--- src/rtl/fetch_pc_unit.sv ---
// fetch_pc_unit: instruction fetch / PC generation stage feeding the 32-bit PC adder.
// Fetches aligned words, realigns 16/32-bit instructions and hands them to decode.
// Optional compressed (RVC) support, including word-straddling instructions, is
// enabled by defining FETCH_RVC_EN; without it every instruction is one aligned word.
module fetch_pc_unit #(
    parameter logic [31:0] RESET_PC = 32'h0000_0000
) (
    input  logic        clk,
    input  logic        rst,
    output logic        imem_req,
    output logic [31:0] imem_addr,
    input  logic        imem_rvalid,
    input  logic [31:0] imem_rdata,
    output logic [31:0] adder_a,
    output logic [31:0] adder_b,
    input  logic [31:0] adder_c,
    input  logic        redirect_valid,
    input  logic [31:0] redirect_pc,
    output logic        if_valid,
    input  logic        if_ready,
    output logic [31:0] if_instr,
    output logic [31:0] if_pc,
    output logic        if_is_compressed
);

    localparam int unsigned XLEN = 32;
    localparam int unsigned WAW  = XLEN - 2;

    localparam logic [1:0] ST_REQ  = 2'd0;
    localparam logic [1:0] ST_WAIT = 2'd1;
    localparam logic [1:0] ST_ASM  = 2'd2;
    localparam logic [1:0] ST_HOLD = 2'd3;

`ifdef FETCH_RVC_EN
    localparam logic [XLEN-1:0] PC_MASK = 32'hFFFF_FFFE;
`else
    localparam logic [XLEN-1:0] PC_MASK = 32'hFFFF_FFFC;
`endif
    localparam logic [XLEN-1:0] RESET_PC_AL = RESET_PC & PC_MASK;

    logic [1:0]      state, state_nxt;
    logic [XLEN-1:0] pc, pc_nxt;
    logic            imem_req_nxt;
    logic [XLEN-1:0] imem_addr_nxt;
    logic            if_valid_nxt;
    logic [XLEN-1:0] if_instr_nxt;
    logic [XLEN-1:0] if_pc_nxt;
    logic            if_is_compressed_nxt;
    logic [XLEN-1:0] wbuf, wbuf_nxt;
    logic [WAW-1:0]  waddr, waddr_nxt;
    logic            wvalid, wvalid_nxt;
    logic            discard, discard_nxt;
    logic            fetch_next_word;
    logic            fire;
    logic            asm_done;
    logic [XLEN-1:0] asm_instr;
    logic            asm_comp;
`ifdef FETCH_RVC_EN
    logic [15:0]     hbuf, hbuf_nxt;
    logic            hvalid, hvalid_nxt;
`endif

    assign fire    = if_valid & if_ready;
    assign adder_a = if_pc;
`ifdef FETCH_RVC_EN
    assign adder_b         = if_is_compressed ? 32'd2 : 32'd4;
    assign fetch_next_word = hvalid;
`else
    assign adder_b         = 32'd4;
    assign fetch_next_word = 1'b0;
`endif

    // Instruction realignment from the word buffer (and pending low half, if any)
    always_comb begin
        asm_done  = 1'b1;
        asm_instr = wbuf;
        asm_comp  = 1'b0;
`ifdef FETCH_RVC_EN
        if (hvalid) begin
            asm_instr = {wbuf[15:0], hbuf};
        end else if (!pc[1]) begin
            if (wbuf[1:0] != 2'b11) begin
                asm_instr = {16'h0000, wbuf[15:0]};
                asm_comp  = 1'b1;
            end
        end else if (wbuf[17:16] != 2'b11) begin
            asm_instr = {16'h0000, wbuf[31:16]};
            asm_comp  = 1'b1;
        end else begin
            asm_done = 1'b0;
        end
`endif
    end

    // Next-state and next-output logic; redirect overrides every state
    always_comb begin
        state_nxt            = state;
        pc_nxt               = pc;
        imem_req_nxt         = 1'b0;
        imem_addr_nxt        = imem_addr;
        if_valid_nxt         = if_valid;
        if_instr_nxt         = if_instr;
        if_pc_nxt            = if_pc;
        if_is_compressed_nxt = if_is_compressed;
        wbuf_nxt             = wbuf;
        waddr_nxt            = waddr;
        wvalid_nxt           = wvalid;
        discard_nxt          = discard;
`ifdef FETCH_RVC_EN
        hbuf_nxt             = hbuf;
        hvalid_nxt           = hvalid;
`endif
        if (redirect_valid) begin
            pc_nxt       = redirect_pc & PC_MASK;
            if_valid_nxt = 1'b0;
            wvalid_nxt   = 1'b0;
            state_nxt    = ST_REQ;
            // A response still in flight must be dropped; one arriving now is simply ignored
            discard_nxt  = ((state == ST_WAIT) || discard) && !imem_rvalid;
`ifdef FETCH_RVC_EN
            hvalid_nxt   = 1'b0;
`endif
        end else begin
            case (state)
                ST_REQ: begin
                    if (discard) begin
                        if (imem_rvalid) discard_nxt = 1'b0;
                    end else begin
                        imem_req_nxt  = 1'b1;
                        imem_addr_nxt = fetch_next_word ? {pc[31:2] + WAW'(1), 2'b00}
                                                        : {pc[31:2], 2'b00};
                        state_nxt     = ST_WAIT;
                    end
                end
                ST_WAIT: begin
                    if (imem_rvalid) begin
                        wbuf_nxt   = imem_rdata;
                        waddr_nxt  = imem_addr[31:2];
                        wvalid_nxt = 1'b1;
                        state_nxt  = ST_ASM;
                    end
                end
                ST_ASM: begin
                    if (asm_done) begin
                        if_valid_nxt         = 1'b1;
                        if_instr_nxt         = asm_instr;
                        if_pc_nxt            = pc;
                        if_is_compressed_nxt = asm_comp;
                        state_nxt            = ST_HOLD;
                    end else begin
`ifdef FETCH_RVC_EN
                        hbuf_nxt   = wbuf[31:16];
                        hvalid_nxt = 1'b1;
`endif
                        state_nxt  = ST_REQ;
                    end
                end
                default: begin
                    if (fire) begin
                        pc_nxt       = adder_c & PC_MASK;
                        if_valid_nxt = 1'b0;
`ifdef FETCH_RVC_EN
                        hvalid_nxt   = 1'b0;
`endif
                        // Follow-on instruction in the buffered word needs no refetch
                        if (wvalid && (adder_c[31:2] == waddr)) state_nxt = ST_ASM;
                        else                                    state_nxt = ST_REQ;
                    end
                end
            endcase
        end
    end

    // State and output registers
    always_ff @(posedge clk or posedge rst) begin
        if (rst) begin
            state            <= ST_REQ;
            pc               <= RESET_PC_AL;
            imem_req         <= 1'b0;
            imem_addr        <= {RESET_PC[31:2], 2'b00};
            if_valid         <= 1'b0;
            if_instr         <= '0;
            if_pc            <= RESET_PC_AL;
            if_is_compressed <= 1'b0;
            wbuf             <= '0;
            waddr            <= '0;
            wvalid           <= 1'b0;
            discard          <= 1'b0;
`ifdef FETCH_RVC_EN
            hbuf             <= '0;
            hvalid           <= 1'b0;
`endif
        end else begin
            state            <= state_nxt;
            pc               <= pc_nxt;
            imem_req         <= imem_req_nxt;
            imem_addr        <= imem_addr_nxt;
            if_valid         <= if_valid_nxt;
            if_instr         <= if_instr_nxt;
            if_pc            <= if_pc_nxt;
            if_is_compressed <= if_is_compressed_nxt;
            wbuf             <= wbuf_nxt;
            waddr            <= waddr_nxt;
            wvalid           <= wvalid_nxt;
            discard          <= discard_nxt;
`ifdef FETCH_RVC_EN
            hbuf             <= hbuf_nxt;
            hvalid           <= hvalid_nxt;
`endif
        end
    end

endmodule

--- config.mk ---
export PLATFORM = sky130hd
export DESIGN_NAME = fetch_pc_unit
export DESIGN_NICKNAME = d
export VERILOG_FILES = /design/src/rtl/fetch_pc_unit.sv
export SDC_FILE = /design/constraint.sdc
export NUM_CORES = 1
export LEC_CHECK = 0
export BUFFER_PORTS_ARGS = -buffer_cell sky130_fd_sc_hd__buf_4
export CORE_MARGIN = 3
export CORE_UTILIZATION = 41
export CTS_BUF_LIST = sky130_fd_sc_hd__clkbuf_8
export CTS_CLUSTER_DIAMETER = 100
export DETAILED_ROUTE_END_ITERATION = 7
export MAX_ROUTING_LAYER = met4
export PLACE_DENSITY_LB_ADDON = 0.15
export SLEW_MARGIN = 40
export SYNTH_ARGS = -nofsm -noshare
export SYNTH_HDL_FRONTEND = slang
export SYNTH_SLANG_ARGS = --single-unit
export TNS_END_PERCENT = 10
--- constraint.sdc ---
create_clock -name clk -period 5.95 [get_ports clk]
set_input_delay 0.595 -clock clk [delete_from_list [all_inputs] [get_ports clk]]
set_output_delay 0.595 -clock clk [all_outputs]
set_load 0.03 [all_outputs]
### Word level (Yosys, flattened, before mapping)

Cells that the tools add are included.

* register bits: 194
* output and inout bits: 163
* memory bits (writable): 0
* word-level logic and storage cells: 63
* latch bits: 0
* bits in read-only memories: 0
* memories kept: 0

* magnitude comparators: 0
* shifts and indexed selects: 0
* muxes and demuxes: 22
* multiply operators: 0
* reductions and logical operators: 20
* add/sub/neg operators: 0
* bitwise gates (word level): 3
* div/mod/pow operators: 0
* eq/ne operators: 7

Operators with widths (count)
* two-way mux 32 bit: 3
* == test 30 bit: 1
* two-way mux 1 bit: 12
* two-way mux 2 bit: 5
* AND reduction 3 bit: 3
* AND reduction 2 bit: 4
* nonzero test 2 bit: 4
* != test 3 bit, second input constant: 2
* one-hot mux 2 bit (3 select lines): 1
* nonzero test 5 bit: 1
* != test 2 x 1 -> 1 bit, second input constant: 2
* nonzero test 3 bit: 1
* OR reduction 3 bit: 1
* == test 2 x 1 -> 1 bit, second input constant: 1
* == test 2 bit, second input constant: 1
* logical AND 1 bit: 2
* zero test 2 bit: 1
* inverter 1 bit: 2
* one-hot mux 1 bit (2 select lines): 1
* OR reduction 2 bit: 1
* bitwise AND 1 bit: 1
* zero test 1 bit: 1
* logical OR 1 bit: 1

### Logic depth before layout (Yosys ltp)

Gate-level depths: netlist (run 1).

* depth after elaboration: 6
* depth in mapped cells: 6
* gate-level depth less buffers: 6

### Worst setup path after synthesis (run 1)

OpenSTA, ideal clock, no wires.

* kind: reg-to-reg
* from: reg state[0]
* to: reg imem_addr[21]
* clock period less this slack: 1.606 ns
* setup slack: 4.344 ns
* arrival time: 1.481 ns
* library setup time: 0.125 ns
* cell stages (with the launch flop): 6
* cells stage by stage: dfrtp_1 > inv_1 > ha_1 > nor3b_2 > buf_4 > mux2_2

* longest elaborated chain between the ends: 2

Ends and longest elaborated chain
* start, declared: RTL line 41 `logic [1:0] state, state_nxt;`
* start signal, assigned: RTL line 194 `state <= state_nxt;`
* zero test 2 bit: RTL line 124 `case (state)`
* AND reduction 3 bit (no line)
* end signal, assigned: RTL line 180 `imem_addr <= {RESET_PC[31:2], 2'b00};`
* end signal, assigned: RTL line 197 `imem_addr <= imem_addr_nxt;`
* end, declared: RTL line 11 `output logic [31:0] imem_addr,`

Every way passes these cells.
A chain may end at the register's enable or synchronous reset.

### Final worst setup path (run 1)

* from: reg state[0]
* to: reg imem_addr[6]

Same word-level chain as after synthesis.

==> results of run 1 <==
-- flip-flops by register name, summed over array words and instances, names as in the netlist --
register and count:
pc 30, if_valid 1, adder_a 30, if_instr 32, wvalid 1, imem_req 1
imem_addr 30, waddr 30, state 2, discard 1, asm_instr 32
-- critical path, stage by stage (launching register included) --
cell and delay, ns:
dfrtp_1 0.41, inv_1 0.12, ha_1 0.24, nor3b_4 0.66, buf_4 0.34, mux2_2 0.36
-- synthesized netlist by cell type (all sizes together) --
cell type,instances,share of area
clkbuf,7,0.0032
o21ai,32,0.019
conb,2,0.00091
xnor2,21,0.022
nand2,31,0.014
a21oi,1,0.00061
ha,4,0.0061
a221oi,1,0.0018
inv,5,0.0023
nand3,3,0.0018
a22o,1,0.0011
nand3b,1,0.00091
mux2,154,0.21
nor4,4,0.0030
a211oi,1,0.00091
a22oi,1,0.00091
mux2i,30,0.036
nand4,5,0.0038
nor2,3,0.0014
dfrtp,190,0.58
nor2b,1,0.00076
a211o,1,0.0011
nand2b,1,0.00076
xor2,10,0.011
nor3b,1,0.0015
buf,89,0.079
-- kinds of logic (layout without fill, tap and decap cells) --
logic type      Yosys count  in the layout  share of synthesized area
flops                   190            190                      0.575
mux                     184            184                      0.246
buf+inv                 101            266                     0.0848
simple gates             50             50                     0.0280
compound gates           38             38                     0.0257
xor+xnor                 31             31                     0.0329
fa+ha+maj                 4              4                    0.00606
other cells               2             39                   0.000909
-- worst min-delay path by stage --
stage | startpoint | end | slack, ns
final | rst | if_instr[3] | 0.09
after global routing | rst | if_instr[3] | 0.06
after CTS | rst | if_instr[3] | 0.28
after detailed placement | asm_instr[4] | asm_instr[4] | 0.49
after global placement | asm_instr[20] | if_instr[20] | 0.48
after floorplan | asm_instr[0] | if_instr[0] | 0.47
-- power by group --
group / switching, mW / leakage, nW / internal, mW / total (mW)
registers: 0.354 / 2.33 / 1.83 / 2.18
clock network: 0.452 / 0.191 / 0.342 / 0.794
logic: 1.42 / 2.56 / 1.12 / 2.53
-- area by class of cell --
| type | count | area, um2 | area share |
|---|---|---|---|
| Timing Repair Buffer | 229 | 1760 | 0.173 |
| Sequential cell | 190 | 4750 | 0.466 |
| Clock inverter | 14 | 118 | 0.0115 |
| Inverter | 5 | 31.3 | 0.00306 |
| Clock buffer | 18 | 248 | 0.0243 |
| Multi-Input combinational cell | 346 | 2970 | 0.290 |
| Tap cell | 265 | 332 | 0.0325 |
-- per-layer routing --
layer	vias to the layer above	routed length, um	global-route usage
met3	11	1060	0.0448
met5	-	0	-
met2	155	9330	0.289
met1	2513	7880	0.217
li1	2329	-	-
met4	0	200	0.0406
==> results by group, run 1 <==
Pwr
  – Final Total Pwr: 5.51 mW
  – Cell Pwr Density: 540 nW/um2
  – Maximum VDD drop: 0.269 mV
  – Leak: 5.09 nW

Clock network
  – CTS Buffer Depth: 2
  – Worst-path clk slew: 0.10 ns
  – Hold_buf cts: 0
  – Post-CTS setup buffers: 0
  – Clk Latency, worst-skew pair: 0.45 ns
  – Clock Root Buffer: clkbuf_8
  – CTS buffer count: 17
  – H-tree levels: 4
  – CTS tree: built
  – Sink Count: 190
  – Cts repair resizes: 0

STA
  – Post-layout min period: 2.25 ns
  – Slew Limit Fails: 0
  – Tcrit/Tclk final: 0.378
  – Endpoints failing setup: 0
  – Final Hold Viols: 0
  – Worst-Margin Slew: 0.735 ns
  – Slew margin rel.: 0.509
  – Peak Freq: 445 MHz
  – Hold slack: 0.0941 ns
  – Final setup TNS: 0 ns
  – Setup Skew: 0.0111 ns
  – Final worst slack: 3.70 ns
  – RSZ-0062 raised after global routing: no

Logic synthesis
  – Syn avg cell area: 13.8 um2
  – Mapped Cells: 600
  – Syn. warnings: 0
  – Seq/Total Area, Yosys: 0.575
  – Syn Std Cell Area: 8260 um2
  – Distinct cells, synth: 28
  – Flop and latch count out of synthesis: 190

Setup path
  – Reg-to-Reg End: imem_addr[6]
  – R2r worst-path depth: 5
  – Crit. End Element: register
  – CP endpoint: imem_addr[6]
  – CP Max Fanout: 12
  – CP startpoint: state[0]
  – CP arrival: 2.58 ns
  – R2R Setup Slk: 3.70 ns
  – CP Class: reg2reg
  – Crit Reg-Reg Startpoint: state[0]
  – Worst setup SP type: register
  – CP required: 6.28 ns

Final layout
  – Diodes inserted: 0
  – Cell Count, Final, Fillers Out: 1,067
  – Commonest non-fill, non-tap cell in the layout: buf_4
  – Final Util: 0.520
  – Most frequent cells in the layout: buf_4 (226), dfrtp_1 (190), mux2_2 (153), conb_1 (39), o21ai_0 (32)
  – Area delta synth->final: 23.6%
  – Layout cells sized above 1: 0.521
  – FILL cells: 1,738
  – Final net count: 894
  – Design area: 10,200 um2

Detailed routing
  – Via count: 5,008
  – DRC: 0
  – ANT nets after route: 0
  – Iter 0 DRT Violations: 224
  – Drt wl/cell: 17.3 um
  – First drt pass iteration count: 5
  – Drt total wl: 18.5 mm
  – Routed vias/inst: 4.69

GRT
  – GRT Total Usage: 0.174
  – Global-route wire length before repair: 29.0 mm
  – Vias in the first global route: 5,386
  – Largest net degree at the start of global routing: 147
  – Initial antenna violation count: 0
  – GR Overflow Total: 0

Placement
  – Placed Cells: 1,033
  – Pre-CTS WS: 2.80 ns
  – Number of buffers added on ports: 220
  – Post-DP HPWL: 13.3 mm
  – Placer Congestion: 0.793
  – Placed cell areas: 9810 um2

Floorplan
  – Io pins: 264
  – Row count: 51
  – Die area: 21,900 um2
  – Die width: 148 um
  – Die extent in y: 148 um
  – Core area: 19,700 um2
  – Initial Utilization: 0.420

Flow run
  – Maxcap violations: 0

Min path
  – Worst hold path class: in2async

Run status
  – Status: complete, no violations
Note: power is estimated with default switching activity, not from simulation.
==> run 2, diff against run 1 <==
clock period = 2 ns   (was 5.95 ns; I/O delays follow)
==> results by group, run 2 (synthesis gave the netlist of run 1 again) <==
Run status
  – Status: complete, no violations (unchanged)

Setup path
  – Crit path cell chain: inv_1, ha_1, nor3b_4, buf_4, mux2_2 (unchanged)
  – CP Max Fanout: 17 (was 12)
  – Crit-path max cell delay: 0.43 ns (was 0.66 ns)
  – Crit. End Element: register (unchanged)
  – CP required: 2.34 ns (was 6.28 ns)
  – CP arrival: 2.20 ns (was 2.58 ns)
  – CP startpoint: state[0] (unchanged)
  – Crit Reg-Reg Startpoint: state[0] (unchanged)
  – CP Class: reg2reg (unchanged)
  – CP bufs+invs: 2 (unchanged)
  – R2R Setup Slk: 0.15 ns (was 3.70 ns)
  – Crit-path slowest cell: dfrtp_1 (was nor3b_4)
  – Worst setup SP type: register (unchanged)
  – Family with the most delay on the worst path: buffers and inverters (was simple AND/OR/NAND/NOR gates)

Detailed routing
  – ANT nets after route: 0 (unchanged)
  – M1 wire length: 8.63 mm (was 7.88 mm)
  – Top routing layer in use: met4 (unchanged)
  – Metal2 WL: 9.75 mm (was 9.33 mm)
  – First drt pass iteration count: 4 (was 5)
  – Iter 0 DRT Violations: 154 (was 224)
  – Via count: 5,406 (was 5,008)
  – Routed vias/inst: 4.76 (was 4.69)
  – Drt wl/cell: 17.4 um (was 17.3 um)
  – Drt total wl: 19.7 mm (was 18.5 mm)
  – DR WL met3: 929 um (was 1.06 mm)
  – DRC: 0 (unchanged)

STA
  – Hold slack: 0.0327 ns (was 0.0941 ns)
  – Slew Limit Fails: 0 (unchanged)
  – Peak Freq: 540 MHz (was 445 MHz)
  – Setup Skew: 0.0137 ns (was 0.0111 ns)
  – Post-layout min period: 1.85 ns (was 2.25 ns)
  – Endpoints failing setup: 0 (unchanged)
  – Final Hold Viols: 0 (unchanged)
  – RSZ-0062 raised after global routing: no (unchanged)
  – Final setup TNS: 0 ns (unchanged)
  – Final worst slack: 0.147 ns (was 3.70 ns)
  – Tcrit/Tclk final: 0.927 (was 0.378)

Pwr
  – Cell Pwr Density: 1530 nW/um2 (was 540 nW/um2)
  – Combinational group share of total power: 0.462 (was 0.460)
  – Cell Int Power: 9.90 mW (was 3.29 mW)
  – Seq pwr share: 0.389 (was 0.396)
  – Clock share of power: 0.150 (was 0.144)
  – Switching Fraction: 0.408 (was 0.403)
  – Psw: 6.82 mW (was 2.22 mW)
  – Leak: 5.39 nW (was 5.09 nW)
  – Maximum VDD drop: 0.705 mV (was 0.269 mV)

Final layout
  – Most frequent cells in the layout: buf_4 (226), dfrtp_1 (190), mux2_2 (153), dlygate4sd3_1 (63), conb_1 (39) (was buf_4 (226), dfrtp_1 (190), mux2_2 (153), conb_1 (39), o21ai_0 (32))
  – Commonest non-fill, non-tap cell in the layout: buf_4 (unchanged)
  – Layout cells sized above 1: 0.487 (was 0.521)
  – Diodes inserted: 0 (unchanged)
  – Design area: 10,900 um2 (was 10,200 um2)
  – Final net count: 962 (was 894)
  – Area delta synth->final: 32.5% (was 23.6%)

Placement
  – Pre-CTS WS: 0.168 ns (was 2.80 ns)
  – Placed cell areas: 9930 um2 (was 9810 um2)
  – Post-DP HPWL: 14.1 mm (was 13.3 mm)
  – Number of buffers added on ports: 220 (unchanged)
  – Placer Congestion: 0.799 (was 0.793)

Clock network
  – H-tree levels: 4 (unchanged)
  – Sink Count: 190 (unchanged)
  – Cts repair resizes: 0 (unchanged)
  – Worst-path clk slew: 0.09 ns (was 0.10 ns)
  – Clock Root Buffer: clkbuf_8 (unchanged)
  – CTS tree: built (unchanged)
  – Clk Latency, worst-skew pair: 0.46 ns (was 0.45 ns)
  – CTS Buffer Depth: 2 (unchanged)
  – CTS buffer count: 17 (unchanged)

Floorplan
  – Io pins: 264 (unchanged)
  – Die width: 148 um (unchanged)
  – Initial Utilization: 0.420 (unchanged)
  – Core area: 19,700 um2 (unchanged)
  – Die extent in y: 148 um (unchanged)
  – Row count: 51 (unchanged)
  – Die area: 21,900 um2 (unchanged)

GRT
  – Vias in the first global route: 5,725 (was 5,386)
  – GRT Total Usage: 0.185 (was 0.174)
  – Largest net degree at the start of global routing: 85 (was 147)
  – Global-route wire length before repair: 30.5 mm (was 29.0 mm)
  – GR Overflow Total: 0 (unchanged)
  – Initial antenna violation count: 0 (unchanged)

Flow run
  – Maxcap violations: 0 (unchanged)

Min path
  – Worst hold path class: in2reg (was in2async)
  – Hold path start: redirect_valid
==> run 2: cell count changes in the layout (fill, tap and decap cells not counted), sizes merged <==
cell / delta
clkbuf: -1
clkinvlp: +1
dlygate4sd3: +63
clkinv: -1
inv: +1
buf: +5
==> run 2: power by group through the flow <==
stage	Combinational, mW	Clock [mW]	Sequential, mW
after floorplan	3.57	0	8.14
after CTS	7.83	2.60	6.51
after global placement	7.58	0	6.47
after detailed placement	7.71	0	6.59
final	7.72	2.50	6.50
after global routing	8.14	2.75	6.72
==> run 2: what timing repair did <==
item / 4_1_cts / 5_1_grt
hold endpoints to repair: 252 / 0
hold buffers: 63 / 0
buffers inserted: 0 / 0
==> run 2: worst paths after layout <==
path                                  to  cells past startpoint
setup reg to reg           imem_addr[27]                      5
setup / recovery           imem_addr[27]                      5
min in group asynchronous         pc[10]                      4
max in group asynchronous       state[1]                      4
hold reg to reg             if_instr[28]                      1
hold / removal                  state[1]                      2
==> run 2: routing by layer <==
metal | global-route usage | vias up
li1 | - | 2471
met1 | 0.235 | 2727
met2 | 0.299 | 178
met3 | 0.0349 | 30
met4 | 0.0637 | 0
met5 | - | -
==> run 2: area by class of cell <==
type	instances	area, um2
Inverter	5	22.5
Multi-Input combinational cell	346	2970
Fill cell	1674	8700
Timing Repair Buffer	297	2490
Sequential cell	190	4750
Clock buffer	17	234
Clock inverter	15	154
Tap cell	265	332
==> run 2: worst register-to-register path, stage by stage, from the launching register on <==
cell     delay, ns
dfrtp_1       0.43
inv_1         0.15
ha_1          0.25
nor3b_4       0.22
buf_4         0.32
mux2_2        0.39
==> run 2: per-stage QoR <==
step | total power [mW] | instances | utilization
after floorplan | 11.7 | 637 | -
after global placement | 14.1 | 1040 | 0.505
after detailed placement | 14.3 | 1040 | 0.505
after CTS | 16.9 | 1135 | 0.557
after global routing | 17.6 | 1135 | 0.557
final | 16.7 | 1135 | 0.557
==> run 3, diff against run 2 <==
CORE_ASPECT_RATIO = 1.75   (was default)
clock period = 1.9 ns   (was 2 ns; I/O delays follow)
==> results by group, run 3 (synthesis gave the netlist of run 1 again) <==
Run status
  – Status: complete, no violations (unchanged)

Placement
  – Placed Cells: 1,021 (was 1,040)
  – Post-DP HPWL: 14.7 mm (was 14.1 mm)
  – Placer Congestion: 0.817 (was 0.799)
  – Number of buffers added on ports: 220 (unchanged)

Floorplan
  – Die extent in y: 194 um (was 148 um)
  – Die width: 113 um (was 148 um)
  – Core area: 19,700 um2 (about the same)
  – Die area: 22,000 um2 (was 21,900 um2)
  – Row count: 68 (was 51)
  – Initial Utilization: 0.419 (was 0.420)
  – Io pins: 264 (unchanged)

Setup path
  – Crit path cell chain: inv_1, ha_2, nor3b_4, buf_4, clkbuf_16, mux2_2 (was inv_1, ha_1, nor3b_4, buf_4, mux2_2)
  – CP arrival: 2.14 ns (was 2.20 ns)
  – CP bufs+invs: 3 (was 2)
  – Family with the most delay on the worst path: buffers and inverters (unchanged)
  – R2R Setup Slk: 0.11 ns (was 0.15 ns)
  – CP Max Fanout: 7 (was 17)
  – Crit-path slowest cell: dfrtp_1 (unchanged)
  – Worst setup SP type: register (unchanged)
  – CP Class: reg2reg (unchanged)
  – Crit-path max cell delay: 0.43 ns (about the same)
  – Crit. End Element: register (unchanged)
  – CP required: 2.25 ns (was 2.34 ns)

Min path
  – Worst hold path class: in2reg (unchanged)

Detailed routing
  – Routed vias/inst: 4.81 (was 4.76)
  – DRC: 0 (unchanged)
  – Top routing layer in use: met4 (unchanged)
  – ANT nets after route: 0 (unchanged)
  – Iter 0 DRT Violations: 168 (was 154)
  – Via count: 5,405 (was 5,406)
  – First drt pass iteration count: 4 (unchanged)
  – Metal2 WL: 11.4 mm (was 9.75 mm)
  – M1 wire length: 7.47 mm (was 8.63 mm)
  – Drt total wl: 20.5 mm (was 19.7 mm)
  – Drt wl/cell: 18.3 um (was 17.4 um)
  – DR WL met3: 1.03 mm (was 929 um)

Clock network
  – Worst-path clk slew: 0.10 ns (was 0.09 ns)
  – Sink Count: 190 (unchanged)
  – H-tree levels: 4 (unchanged)
  – CTS tree: built (unchanged)
  – Clk Latency, worst-skew pair: 0.46 ns (about the same)
  – Clock Root Buffer: clkbuf_8 (unchanged)
  – CTS buffer count: 17 (unchanged)
  – CTS Buffer Depth: 2 (unchanged)

STA
  – Final setup TNS: 0 ns (unchanged)
  – Slew Limit Fails: 0 (unchanged)
  – Peak Freq: 560 MHz (was 540 MHz)
  – Slew margin rel.: 0.663
  – Worst-Margin Slew: 0.501 ns
  – Post-layout min period: 1.79 ns (was 1.85 ns)
  – RSZ-0062 raised after global routing: no (unchanged)
  – Final Hold Viols: 0 (unchanged)
  – Tcrit/Tclk final: 0.941 (was 0.927)
  – Setup Skew: 0.00961 ns (was 0.0137 ns)
  – Endpoints failing setup: 0 (unchanged)

Final layout
  – Diodes inserted: 0 (unchanged)
  – Area delta synth->final: 33.9% (was 32.5%)
  – Final net count: 971 (was 962)
  – Layout cells sized above 1: 0.486 (was 0.487)
  – Commonest non-fill, non-tap cell in the layout: buf_4 (unchanged)
  – Most frequent cells in the layout: buf_4 (229), dfrtp_1 (190), mux2_2 (153), dlygate4sd3_1 (67), conb_1 (39) (was buf_4 (226), dfrtp_1 (190), mux2_2 (153), dlygate4sd3_1 (63), conb_1 (39))
  – Cell Count, Final, Fillers Out: 1,124 (was 1,135)

GRT
  – Global-route wire length before repair: 32.2 mm (was 30.5 mm)
  – GRT Total Usage: 0.196 (was 0.185)
  – Initial antenna violation count: 0 (unchanged)
  – GR Overflow Total: 0 (unchanged)
  – Vias in the first global route: 5,969 (was 5,725)
  – Largest net degree at the start of global routing: 77 (was 85)

Pwr
  – Cell Pwr Density: 1630 nW/um2 (was 1530 nW/um2)
  – Leak: 5.47 nW (was 5.39 nW)
  – Maximum VDD drop: 0.865 mV (was 0.705 mV)

Flow run
  – Maxcap violations: 0 (unchanged)
==> run 3: cell types whose count changed in the layout (fill, tap and decap cells not counted), moves of 2 or more <==
cell / before / now
clkinv_4: 5 / 0
inv_1: 4 / 7
clkinv_2: 1 / 4
inv_6: 3 / 1
dlygate4sd3_1: 63 / 67
bufinv_16: 1 / 4
buf_4: 226 / 229
inv_8: 3 / 0
==> run 3: power by group <==
| part | internal (mW) | switching, mW | total, mW |
|---|---|---|---|
| Sequential | 5.73 | 1.13 | 6.86 |
| Clock | 1.45 | 1.41 | 2.86 |
| Combinational | 3.70 | 4.56 | 8.26 |
| Total | 10.9 | 7.10 | 18.0 |
==> run 3: layout make-up <==
cell class	count	area [um2]
clock buffers	18	248
flip-flops and latches	190	4750
well taps	245	307
multi-input cells	346	2970
clock inverters	14	175
repair buffers	306	2590
inverters	5	22.5
fillers	1682	8680
==> run 3: metrics by stage <==
stage                     total power [mW]  instance area (um2)  hold WS (ns)  worst slack, ns  utilization
final                                 18.0                11100        0.0366            0.113        0.560
after global placement                14.9                 9910         0.139            0.170        0.502
after CTS                             18.1                11000       0.00218           0.0875        0.558
after global routing                  19.0                11100        0.0117          0.00805        0.560
after floorplan                       12.3                 8410         0.307           -0.738            -
after detailed placement              15.1                 9910         0.138            0.105        0.502
==> run 3: timing repair <==
action                                 in CTS  in global routing
setup endpoints to repair                   0                 17
endpoints found under the hold margin     252                  0
buffers inserted                            0                  2
resized for setup                           0                  1
hold buffers                               67                  0
==> run 3: worst min-delay path: cells and delay by family <==
kind	cells	cell delay [ns]
AO/OA/AOI/OAI	1	0.12
buffers and inverters	1	0.10
multiplexers	1	0.06
==> run 3: layer usage <==
layer	global-route usage	up-vias
li1	-	2476
met3	0.0487	29
met2	0.345	171
met4	0.0820	0
met1	0.206	2729
met5	-	-
==> run 3: worst paths after layout <==
| kind | depth (start not counted) | end | start |
|---|---|---|---|
| worst min register to register | 1 | if_instr[20] | asm_instr[20] |
| worst max-delay path | 6 | imem_addr[5] | state[0] |
| min in group asynchronous | 3 | adder_a[21] | rst |
| worst min-delay path | 3 | pc[31] | adder_c[31] |
| max in group asynchronous | 4 | asm_instr[11] | rst |
| worst max register to register | 6 | imem_addr[5] | state[0] |
